`src/rtl/toy_bus_slv_node_reg_pkg.sv`:
```
// Shared constants and region-map helpers for the toy bus slave node.
package toy_bus_slv_node_reg_pkg;
   localparam int   ID_W     = 4;
   localparam logic OP_READ  = 1'b0;
   localparam logic OP_WRITE = 1'b1;

   // One region-map entry is {base, limit, tgt}.
   function automatic int rgn_entry_w(input int addr_w);
      return 2 * addr_w + ID_W;
   endfunction

   // Region 0 sits in the MSBs of the packed map.
   function automatic int rgn_lsb(input int idx, input int num_rgn, input int addr_w);
      return (num_rgn - 1 - idx) * rgn_entry_w(addr_w);
   endfunction
endpackage

```
`src/rtl/toy_bus_slv_node_reg_if.sv`:
```
// Request/ack channel bundle; master issues requests and consumes acks.
interface toy_bus_slv_node_reg_if #(
   parameter int ADDR_W = 32,
   parameter int DATA_W = 256,
   parameter int SB_W   = 10
);
   import toy_bus_slv_node_reg_pkg::*;
   localparam int STRB_W = DATA_W / 8;

   logic              req_vld;
   logic              req_rdy;
   logic [ADDR_W-1:0] req_addr;
   logic [DATA_W-1:0] req_data;
   logic [STRB_W-1:0] req_strb;
   logic              req_opcode;
   logic [SB_W-1:0]   req_sideband;
   logic [ID_W-1:0]   req_src_id;
   logic [ID_W-1:0]   req_tgt_id;
   logic              ack_vld;
   logic              ack_rdy;
   logic [DATA_W-1:0] ack_data;
   logic [SB_W-1:0]   ack_sideband;
   logic [ID_W-1:0]   ack_tgt_id;

   modport master (
      output req_vld, req_addr, req_data, req_strb, req_opcode, req_sideband,
             req_src_id, req_tgt_id, ack_rdy,
      input  req_rdy, ack_vld, ack_data, ack_sideband, ack_tgt_id
   );
   modport slave (
      input  req_vld, req_addr, req_data, req_strb, req_opcode, req_sideband,
             req_src_id, req_tgt_id, ack_rdy,
      output req_rdy, ack_vld, ack_data, ack_sideband, ack_tgt_id
   );
endinterface

```
`src/rtl/toy_bus_slv_node_reg_skid_fifo2.sv`:
```
// Two-entry FIFO with registered state; ready depends only on the fill count.
module toy_bus_skid_fifo2 #(
   parameter int W = 8
) (
   input  logic         clk,
   input  logic         rst_n,
   input  logic         push,
   input  logic [W-1:0] push_data,
   output logic         not_full,
   output logic         out_vld,
   input  logic         out_rdy,
   output logic [W-1:0] out_data
);
   logic [W-1:0] mem_reg [2];
   logic         wr_ptr_reg;
   logic         rd_ptr_reg;
   logic [1:0]   cnt_reg;
   logic         pop;

   assign not_full = (cnt_reg != 2'd2);
   assign out_vld  = (cnt_reg != 2'd0);
   assign out_data = mem_reg[rd_ptr_reg];
   assign pop      = out_vld && out_rdy;

   // Caller only pushes while not_full, so a full FIFO never admits on a pop cycle.
   always_ff @(posedge clk or negedge rst_n) begin
      if (!rst_n) begin
         wr_ptr_reg <= 1'b0;
         rd_ptr_reg <= 1'b0;
         cnt_reg    <= 2'd0;
      end else begin
         if (push) wr_ptr_reg <= ~wr_ptr_reg;
         if (pop)  rd_ptr_reg <= ~rd_ptr_reg;
         cnt_reg <= cnt_reg + {1'b0, push} - {1'b0, pop};
      end
   end

   always_ff @(posedge clk) begin
      if (push) mem_reg[wr_ptr_reg] <= push_data;
   end
endmodule

```
`src/rtl/toy_bus_slv_node_reg.sv`:
```
// Fetch-side slave node: region decode, buffered request/ack paths,
// outstanding-transaction limit and sticky misroute flag.
module toy_bus_slv_node_reg
   import toy_bus_slv_node_reg_pkg::*;
#(
   parameter int              ADDR_W   = 32,
   parameter int              DATA_W   = 256,
   parameter int              SB_W     = 10,
   parameter logic [ID_W-1:0] SRC_ID   = 4'd0,
   parameter logic [ID_W-1:0] DFLT_TGT = 4'd4,
   parameter int              NUM_RGN  = 2,
   parameter logic [NUM_RGN*(2*ADDR_W+ID_W)-1:0] RGN_MAP =
      {32'h8000_0000, 32'hA000_0000, 4'd2, 32'hA000_0000, 32'hC000_0000, 4'd3},
   parameter int              MAX_OST  = 8
) (
   input  logic                          clk,
   input  logic                          rst_n,
   toy_bus_slv_node_reg_if.slave         in0,
   toy_bus_slv_node_reg_if.master        out0,
   output logic                          err_misroute
);
   localparam int STRB_W = DATA_W / 8;
   localparam int RGN_W  = rgn_entry_w(ADDR_W);
   localparam int REQ_W  = ADDR_W + STRB_W + DATA_W + 1 + SB_W + ID_W;
   localparam int ACK_W  = DATA_W + SB_W;
   localparam int OST_W  = $clog2(MAX_OST + 1);

   logic [NUM_RGN-1:0] rgn_hit;
   logic [ID_W-1:0]    rgn_tgt [NUM_RGN];
   logic [ID_W-1:0]    dec_tgt;

   genvar gi;
   generate
      for (gi = 0; gi < NUM_RGN; gi++) begin : g_rgn
         localparam int                LSB   = rgn_lsb(gi, NUM_RGN, ADDR_W);
         localparam logic [RGN_W-1:0]  ENTRY = RGN_MAP[LSB +: RGN_W];
         localparam logic [ADDR_W-1:0] BASE  = ENTRY[RGN_W-1 -: ADDR_W];
         localparam logic [ADDR_W-1:0] LIMIT = ENTRY[ID_W +: ADDR_W];
         assign rgn_hit[gi] = (in0.req_addr >= BASE) && (in0.req_addr < LIMIT);
         assign rgn_tgt[gi] = ENTRY[ID_W-1:0];
      end
   endgenerate

   // Walk from the highest index down so the lowest matching region wins.
   always_comb begin
      dec_tgt = DFLT_TGT;
      for (int i = NUM_RGN - 1; i >= 0; i--) begin
         if (rgn_hit[i]) dec_tgt = rgn_tgt[i];
      end
   end

   logic             req_not_full, req_rdy, req_hs, req_out_vld;
   logic [REQ_W-1:0] req_push_data, req_out_data;
   logic             ack_not_full, ack_push, ack_hs, ack_out_vld, ack_id_ok;
   logic [ACK_W-1:0] ack_out_data;
   logic [OST_W-1:0] ost_cnt_reg, ost_cnt_next;
   logic             err_misroute_reg, err_set;
   logic             unused_ids;

   assign req_rdy       = req_not_full && (ost_cnt_reg < OST_W'(MAX_OST));
   assign req_hs        = in0.req_vld && req_rdy;
   assign req_push_data = {in0.req_addr, in0.req_strb, in0.req_data, in0.req_opcode,
                           in0.req_sideband, dec_tgt};

   toy_bus_skid_fifo2 #(.W(REQ_W)) u_req_fifo (
      .clk(clk), .rst_n(rst_n), .push(req_hs), .push_data(req_push_data),
      .not_full(req_not_full), .out_vld(req_out_vld), .out_rdy(out0.req_rdy),
      .out_data(req_out_data)
   );

   assign in0.req_rdy     = req_rdy;
   assign out0.req_vld    = req_out_vld;
   assign out0.req_src_id = SRC_ID;
   assign {out0.req_addr, out0.req_strb, out0.req_data, out0.req_opcode,
           out0.req_sideband, out0.req_tgt_id} = req_out_data;

   // Acks for another node are consumed here but never forwarded to the core.
   assign ack_id_ok = (out0.ack_tgt_id == SRC_ID);
   assign ack_push  = out0.ack_vld && ack_not_full && ack_id_ok;

   toy_bus_skid_fifo2 #(.W(ACK_W)) u_ack_fifo (
      .clk(clk), .rst_n(rst_n), .push(ack_push),
      .push_data({out0.ack_data, out0.ack_sideband}),
      .not_full(ack_not_full), .out_vld(ack_out_vld), .out_rdy(in0.ack_rdy),
      .out_data(ack_out_data)
   );

   assign out0.ack_rdy = ack_not_full;
   assign in0.ack_vld  = ack_out_vld;
   assign in0.ack_tgt_id = SRC_ID;
   assign {in0.ack_data, in0.ack_sideband} = ack_out_data;
   assign ack_hs = ack_out_vld && in0.ack_rdy;

   always_comb begin
      ost_cnt_next = ost_cnt_reg;
      err_set      = out0.ack_vld && ack_not_full && !ack_id_ok;
      if (req_hs && !ack_hs) begin
         ost_cnt_next = ost_cnt_reg + OST_W'(1);
      end else if (ack_hs && !req_hs) begin
         if (ost_cnt_reg == '0) err_set = 1'b1;
         else                   ost_cnt_next = ost_cnt_reg - OST_W'(1);
      end
   end

   always_ff @(posedge clk or negedge rst_n) begin
      if (!rst_n) begin
         ost_cnt_reg      <= '0;
         err_misroute_reg <= 1'b0;
      end else begin
         ost_cnt_reg <= ost_cnt_next;
         if (err_set) err_misroute_reg <= 1'b1;
      end
   end

   assign err_misroute = err_misroute_reg;
   assign unused_ids   = ^{in0.req_src_id, in0.req_tgt_id};
endmodule

```
`src/flat_wrapper.sv`:
```
// flat-port wrapper written by rule: the top's interface ports become plain ports
module toy_bus_slv_node_reg_flat import toy_bus_slv_node_reg_pkg::*;
#(
   parameter int              ADDR_W   = 32,
   parameter int              DATA_W   = 256,
   parameter int              SB_W     = 10,
   parameter logic [ID_W-1:0] SRC_ID   = 4'd0,
   parameter logic [ID_W-1:0] DFLT_TGT = 4'd4,
   parameter int              NUM_RGN  = 2,
   parameter logic [NUM_RGN*(2*ADDR_W+ID_W)-1:0] RGN_MAP =
      {32'h8000_0000, 32'hA000_0000, 4'd2, 32'hA000_0000, 32'hC000_0000, 4'd3},
   parameter int              MAX_OST  = 8
)
  (clk, rst_n, err_misroute, in0_req_vld, in0_req_addr, in0_req_data, in0_req_strb, in0_req_opcode, in0_req_sideband, in0_req_src_id, in0_req_tgt_id, in0_ack_rdy, in0_req_rdy, in0_ack_vld, in0_ack_data, in0_ack_sideband, in0_ack_tgt_id, out0_req_vld, out0_req_addr, out0_req_data, out0_req_strb, out0_req_opcode, out0_req_sideband, out0_req_src_id, out0_req_tgt_id, out0_ack_rdy, out0_req_rdy, out0_ack_vld, out0_ack_data, out0_ack_sideband, out0_ack_tgt_id);
  toy_bus_slv_node_reg_if #(.ADDR_W(ADDR_W), .DATA_W(DATA_W), .SB_W(SB_W)) in0_i ();
  toy_bus_slv_node_reg_if #(.ADDR_W(ADDR_W), .DATA_W(DATA_W), .SB_W(SB_W)) out0_i ();
  input  logic clk;
  input  logic rst_n;
  output logic err_misroute;
  input wire logic [$bits(in0_i.req_vld)-1:0] in0_req_vld;
  input wire logic [$bits(in0_i.req_addr)-1:0] in0_req_addr;
  input wire logic [$bits(in0_i.req_data)-1:0] in0_req_data;
  input wire logic [$bits(in0_i.req_strb)-1:0] in0_req_strb;
  input wire logic [$bits(in0_i.req_opcode)-1:0] in0_req_opcode;
  input wire logic [$bits(in0_i.req_sideband)-1:0] in0_req_sideband;
  input wire logic [$bits(in0_i.req_src_id)-1:0] in0_req_src_id;
  input wire logic [$bits(in0_i.req_tgt_id)-1:0] in0_req_tgt_id;
  input wire logic [$bits(in0_i.ack_rdy)-1:0] in0_ack_rdy;
  output wire logic [$bits(in0_i.req_rdy)-1:0] in0_req_rdy;
  output wire logic [$bits(in0_i.ack_vld)-1:0] in0_ack_vld;
  output wire logic [$bits(in0_i.ack_data)-1:0] in0_ack_data;
  output wire logic [$bits(in0_i.ack_sideband)-1:0] in0_ack_sideband;
  output wire logic [$bits(in0_i.ack_tgt_id)-1:0] in0_ack_tgt_id;
  output wire logic [$bits(out0_i.req_vld)-1:0] out0_req_vld;
  output wire logic [$bits(out0_i.req_addr)-1:0] out0_req_addr;
  output wire logic [$bits(out0_i.req_data)-1:0] out0_req_data;
  output wire logic [$bits(out0_i.req_strb)-1:0] out0_req_strb;
  output wire logic [$bits(out0_i.req_opcode)-1:0] out0_req_opcode;
  output wire logic [$bits(out0_i.req_sideband)-1:0] out0_req_sideband;
  output wire logic [$bits(out0_i.req_src_id)-1:0] out0_req_src_id;
  output wire logic [$bits(out0_i.req_tgt_id)-1:0] out0_req_tgt_id;
  output wire logic [$bits(out0_i.ack_rdy)-1:0] out0_ack_rdy;
  input wire logic [$bits(out0_i.req_rdy)-1:0] out0_req_rdy;
  input wire logic [$bits(out0_i.ack_vld)-1:0] out0_ack_vld;
  input wire logic [$bits(out0_i.ack_data)-1:0] out0_ack_data;
  input wire logic [$bits(out0_i.ack_sideband)-1:0] out0_ack_sideband;
  input wire logic [$bits(out0_i.ack_tgt_id)-1:0] out0_ack_tgt_id;
  assign in0_i.req_vld = in0_req_vld;
  assign in0_i.req_addr = in0_req_addr;
  assign in0_i.req_data = in0_req_data;
  assign in0_i.req_strb = in0_req_strb;
  assign in0_i.req_opcode = in0_req_opcode;
  assign in0_i.req_sideband = in0_req_sideband;
  assign in0_i.req_src_id = in0_req_src_id;
  assign in0_i.req_tgt_id = in0_req_tgt_id;
  assign in0_i.ack_rdy = in0_ack_rdy;
  assign in0_req_rdy = in0_i.req_rdy;
  assign in0_ack_vld = in0_i.ack_vld;
  assign in0_ack_data = in0_i.ack_data;
  assign in0_ack_sideband = in0_i.ack_sideband;
  assign in0_ack_tgt_id = in0_i.ack_tgt_id;
  assign out0_req_vld = out0_i.req_vld;
  assign out0_req_addr = out0_i.req_addr;
  assign out0_req_data = out0_i.req_data;
  assign out0_req_strb = out0_i.req_strb;
  assign out0_req_opcode = out0_i.req_opcode;
  assign out0_req_sideband = out0_i.req_sideband;
  assign out0_req_src_id = out0_i.req_src_id;
  assign out0_req_tgt_id = out0_i.req_tgt_id;
  assign out0_ack_rdy = out0_i.ack_rdy;
  assign out0_i.req_rdy = out0_req_rdy;
  assign out0_i.ack_vld = out0_ack_vld;
  assign out0_i.ack_data = out0_ack_data;
  assign out0_i.ack_sideband = out0_ack_sideband;
  assign out0_i.ack_tgt_id = out0_ack_tgt_id;
  toy_bus_slv_node_reg #(.ADDR_W(ADDR_W), .DATA_W(DATA_W), .SB_W(SB_W), .SRC_ID(SRC_ID), .DFLT_TGT(DFLT_TGT), .NUM_RGN(NUM_RGN), .RGN_MAP(RGN_MAP), .MAX_OST(MAX_OST)) u_core (.clk(clk), .rst_n(rst_n), .in0(in0_i), .out0(out0_i), .err_misroute(err_misroute));
endmodule
```
`config.mk`:
```
export PLATFORM = sky130hd
export DESIGN_NAME = toy_bus_slv_node_reg_flat
export DESIGN_NICKNAME = d
export VERILOG_FILES = /design/src/rtl/toy_bus_slv_node_reg_pkg.sv /design/src/rtl/toy_bus_slv_node_reg_if.sv /design/src/rtl/toy_bus_slv_node_reg_skid_fifo2.sv /design/src/rtl/toy_bus_slv_node_reg.sv /design/src/flat_wrapper.sv
export SDC_FILE = /design/constraint.sdc
export NUM_CORES = 1
export LEC_CHECK = 0
export CAP_MARGIN = 20
export CORE_AREA = 5 5 482 484
export CTS_CLUSTER_SIZE = 14
export DETAILED_ROUTE_END_ITERATION = 16
export DIE_AREA = 0 0 487 489
export DONT_BUFFER_PORTS = 1
export MAX_ROUTING_LAYER = met4
export RECOVER_POWER = 50
export SKIP_CTS_REPAIR_TIMING = 1
export SYNTH_ARGS = -nofsm -noshare
export SYNTH_HDL_FRONTEND = slang
export SYNTH_SLANG_ARGS = --single-unit
```
`constraint.sdc`:
```
create_clock -name clk -period 39.3 [get_ports clk]
set_input_delay 1.965 -clock clk [delete_from_list [all_inputs] [get_ports clk]]
set_output_delay 1.965 -clock clk [all_outputs]
set_load 0.03 [all_outputs]
```
==> flow_summary.json <==
{
  "slew_viol_final": 319,
  "numPortBuffers": 0,
  "hpwl_um": 99700,
  "drive_gt1_frac": 0.389,
  "hold_viol_final": 0,
  "drt-total-wl_um": 130000,
  "cp-start-kind": "flip-flop",
  "insertion_delay_ns": 0.77,
  "layout.cells.non_filler": 5220,
  "finalCritPeriodShare": 0.276,
  "cp.arrival_ns": 11.24,
  "synth_area_um2": 43900,
  "fillers": 23200,
  "synth_warnings": 0,
  "die_w_um": 487,
  "synth_common_cells": "1200 x edfxtp_1, 601 x mux2_2, 63 x buf_2",
  "via_per_inst": 3.58,
  "vias": 18700,
  "cts_tree": "built",
  "area_growth_pct": 18.8,
  "tightestPinTransition_ns": 7.34,
  "worstPathRequired_ns": 39.68,
  "fmax_ghz": 0.0921,
  "synth_edf_count": 1200,
  "slew_headroom": -3.89,
  "cts_max_level": 4,
  "core_um2": 227000,
  "finalSetupTns_ns": 0,
  "clock_path_buffers": 3,
  "multi_input_area_um2": 7190,
  "synth_area_leaders": "edfxtp_1 82%, mux2_2 15%, dfrtp_1 0.74%, buf_2 0.72%, ha_1 0.23%",
  "grt_antenna_before_repair": 45,
  "ant_nets": 0,
  "synth_flop_cell": "edfxtp_1",
  "p_leak_nw": 15.9,
  "maxCapViolations": 6,
  "dieArea_um2": 238000,
  "clkSinkCount": 1213,
  "p_per_area_nw_per_um2": 78.7,
  "failed_checks": "capacitance limit, slew limit",
  "min_path_type": "flip-flop to flip-flop",
  "path_clk_slew_ns": 0.06,
  "root_buffer": "clkbuf_16",
  "io_pins": 1229,
  "grtUsageTotal": 0.106,
  "post_drt_wl_per_cell_um": 24.9,
  "drt_iter0_drc": 900,
  "fp-row-count": 175,
  "seqCellArea_um2": 36400,
  "synth.avg_cell_area_um2": 22.5,
  "ys_types": 29,
  "fp.dieH_um": 489,
  "cp_max_fo": 126,
  "ys_async_sr_fraction": 0.0107,
  "synthMostInstantiatedCell": "edfxtp_1",
  "grt_max_degree": 127,
  "netlist_instances": 1949,
  "start_util": 0.194,
  "setup_violations": 0,
  "ir_drop_mv": 0.0582,
  "post-place-cells": 4919,
  "cts_buffers": 134,
  "grt.overflow.total": 0,
  "worstSetupPathType": "flip-flop to flip-flop",
  "synth_seq_cells": 1213,
  "status": "finished with violations",
  "drc": 0,
  "fin_crit_ns": 10.86,
  "gp_congestion": 0.850,
  "fin_nets": 2671,
  "rsz0062_at_grt": "false",
  "min_from": "u_core.u_ack_fifo.cnt_reg[1]",
  "endpoint_kind": "flip-flop",
  "crit_start": "u_core.u_req_fifo.cnt_reg[0]",
  "fin_skew_ns": 0.0341,
  "grt_pass1_wl_um": 169000,
  "synth_area_leader_cell": "edfxtp_1",
  "synth_top_cell_area_share": 0.820,
  "rr_startpoint": "u_core.u_req_fifo.cnt_reg[0]",
  "largest_reg_flops": 668,
  "synth-seq-area-share": 0.827,
  "grt_pass1_vias": 19700,
  "dr.pass1.iters": 5
}
-- layout make-up --
type / instances / area share
clock buffer: 149 / 0.0661
tap: 3009 / 0.0721
clock inverter: 89 / 0.0197
timing repair buffer: 30 / 0.00419
antenna: 62 / 0.00297
multi-input combinational: 660 / 0.138
inverter: 8 / 0.000575
sequential: 1213 / 0.697
-- metrics by stage --
stage | setup slack [ns] | total power, W | cell area (µm²) | hold slack [ns] | utilization
after global routing | 27.65 | 0.00428 | 52200 | 0.514 | 0.230
after floorplan | 22.29 | 0.00269 | 44000 | 0.460 | -
after global placement | 32.17 | 0.00290 | 47600 | 0.485 | 0.210
after detailed placement | 32.09 | 0.00291 | 47600 | 0.484 | 0.210
final | 28.44 | 0.00411 | 52200 | 0.494 | 0.230
after CTS | 31.43 | 0.00419 | 52100 | 0.496 | 0.230
-- critical path, stage by stage (launching register included) --
cell and delay (ns):
dfrtp_1 0.37, inv_1 0.05, a21oi_1 0.71, nand2_1 0.37, nor2_4 0.14, clkbuf_1 5.05
clkbuf_1 1.92, buf_4 0.82, buf_4 0.72
-- placed cells by master, fill, tap and decap left out, types with 8 or more instances in the layout --
cell type,n
edfxtp_1,1200
mux2_2,602
clkbuf_16,134
diode_2,62
clkinv_1,24
buf_4,24
clkinv_2,22
bufinv_16,16
clkbuf_1,16
dfrtp_1,11
conb_1,9
inv_1,8
xnor2_1,8
ha_1,8
-- path summary, 6_finish.rpt --
kind	slack (ns)	cells after the start	to
worst min-delay path	0.49	1	u_core.u_ack_fifo.cnt_reg[1]
worst min register to register	0.49	1	u_core.u_ack_fifo.cnt_reg[1]
worst max register to register	28.44	8	u_core.u_req_fifo.mem_reg[0][223]
max in group asynchronous	38.30	0	u_core.u_ack_fifo.rd_ptr_reg
worst max-delay path	28.44	8	u_core.u_req_fifo.mem_reg[0][223]
min in group asynchronous	0.91	0	u_core.ost_cnt_reg[2]
-- cells by family (layout without fill, tap and decap cells) --
logic type,count (synthesis),after routing,share of synthesized area
flip-flops,1213,1213,0.827
buffers and inverters,84,276,0.00974
adder cells (fa/ha/maj),9,9,0.00273
other,1,71,0.0000853
AND/OR/NAND/NOR,24,24,0.00282
multiplexers,602,602,0.154
XOR/XNOR,9,9,0.00179
AO/OA/AOI/OAI,7,7,0.000997
-- layer usage --
| layer | share of wire | GRT usage | vias to the layer above |
|---|---|---|---|
| met3 | 0.16 | 0.0764 | 195 |
| met4 | 0.027 | 0.0335 | 0 |
| li1 | - | - | 8029 |
| met1 | 0.30 | 0.0875 | 9447 |
| met5 | 0 | - | - |
| met2 | 0.51 | 0.186 | 1010 |
-- report_power, final --
part	total, W	internal [W]	switching, W	leakage (nW)
sequential	0.00166	0.00161	0.0000551	11.1
combinational	0.00118	0.000294	0.000891	2.72
clock	0.00126	0.000744	0.000519	2.18
total	0.00411	0.00264	0.00147	15.9
Note: power is estimated with default switching activity, not from simulation.
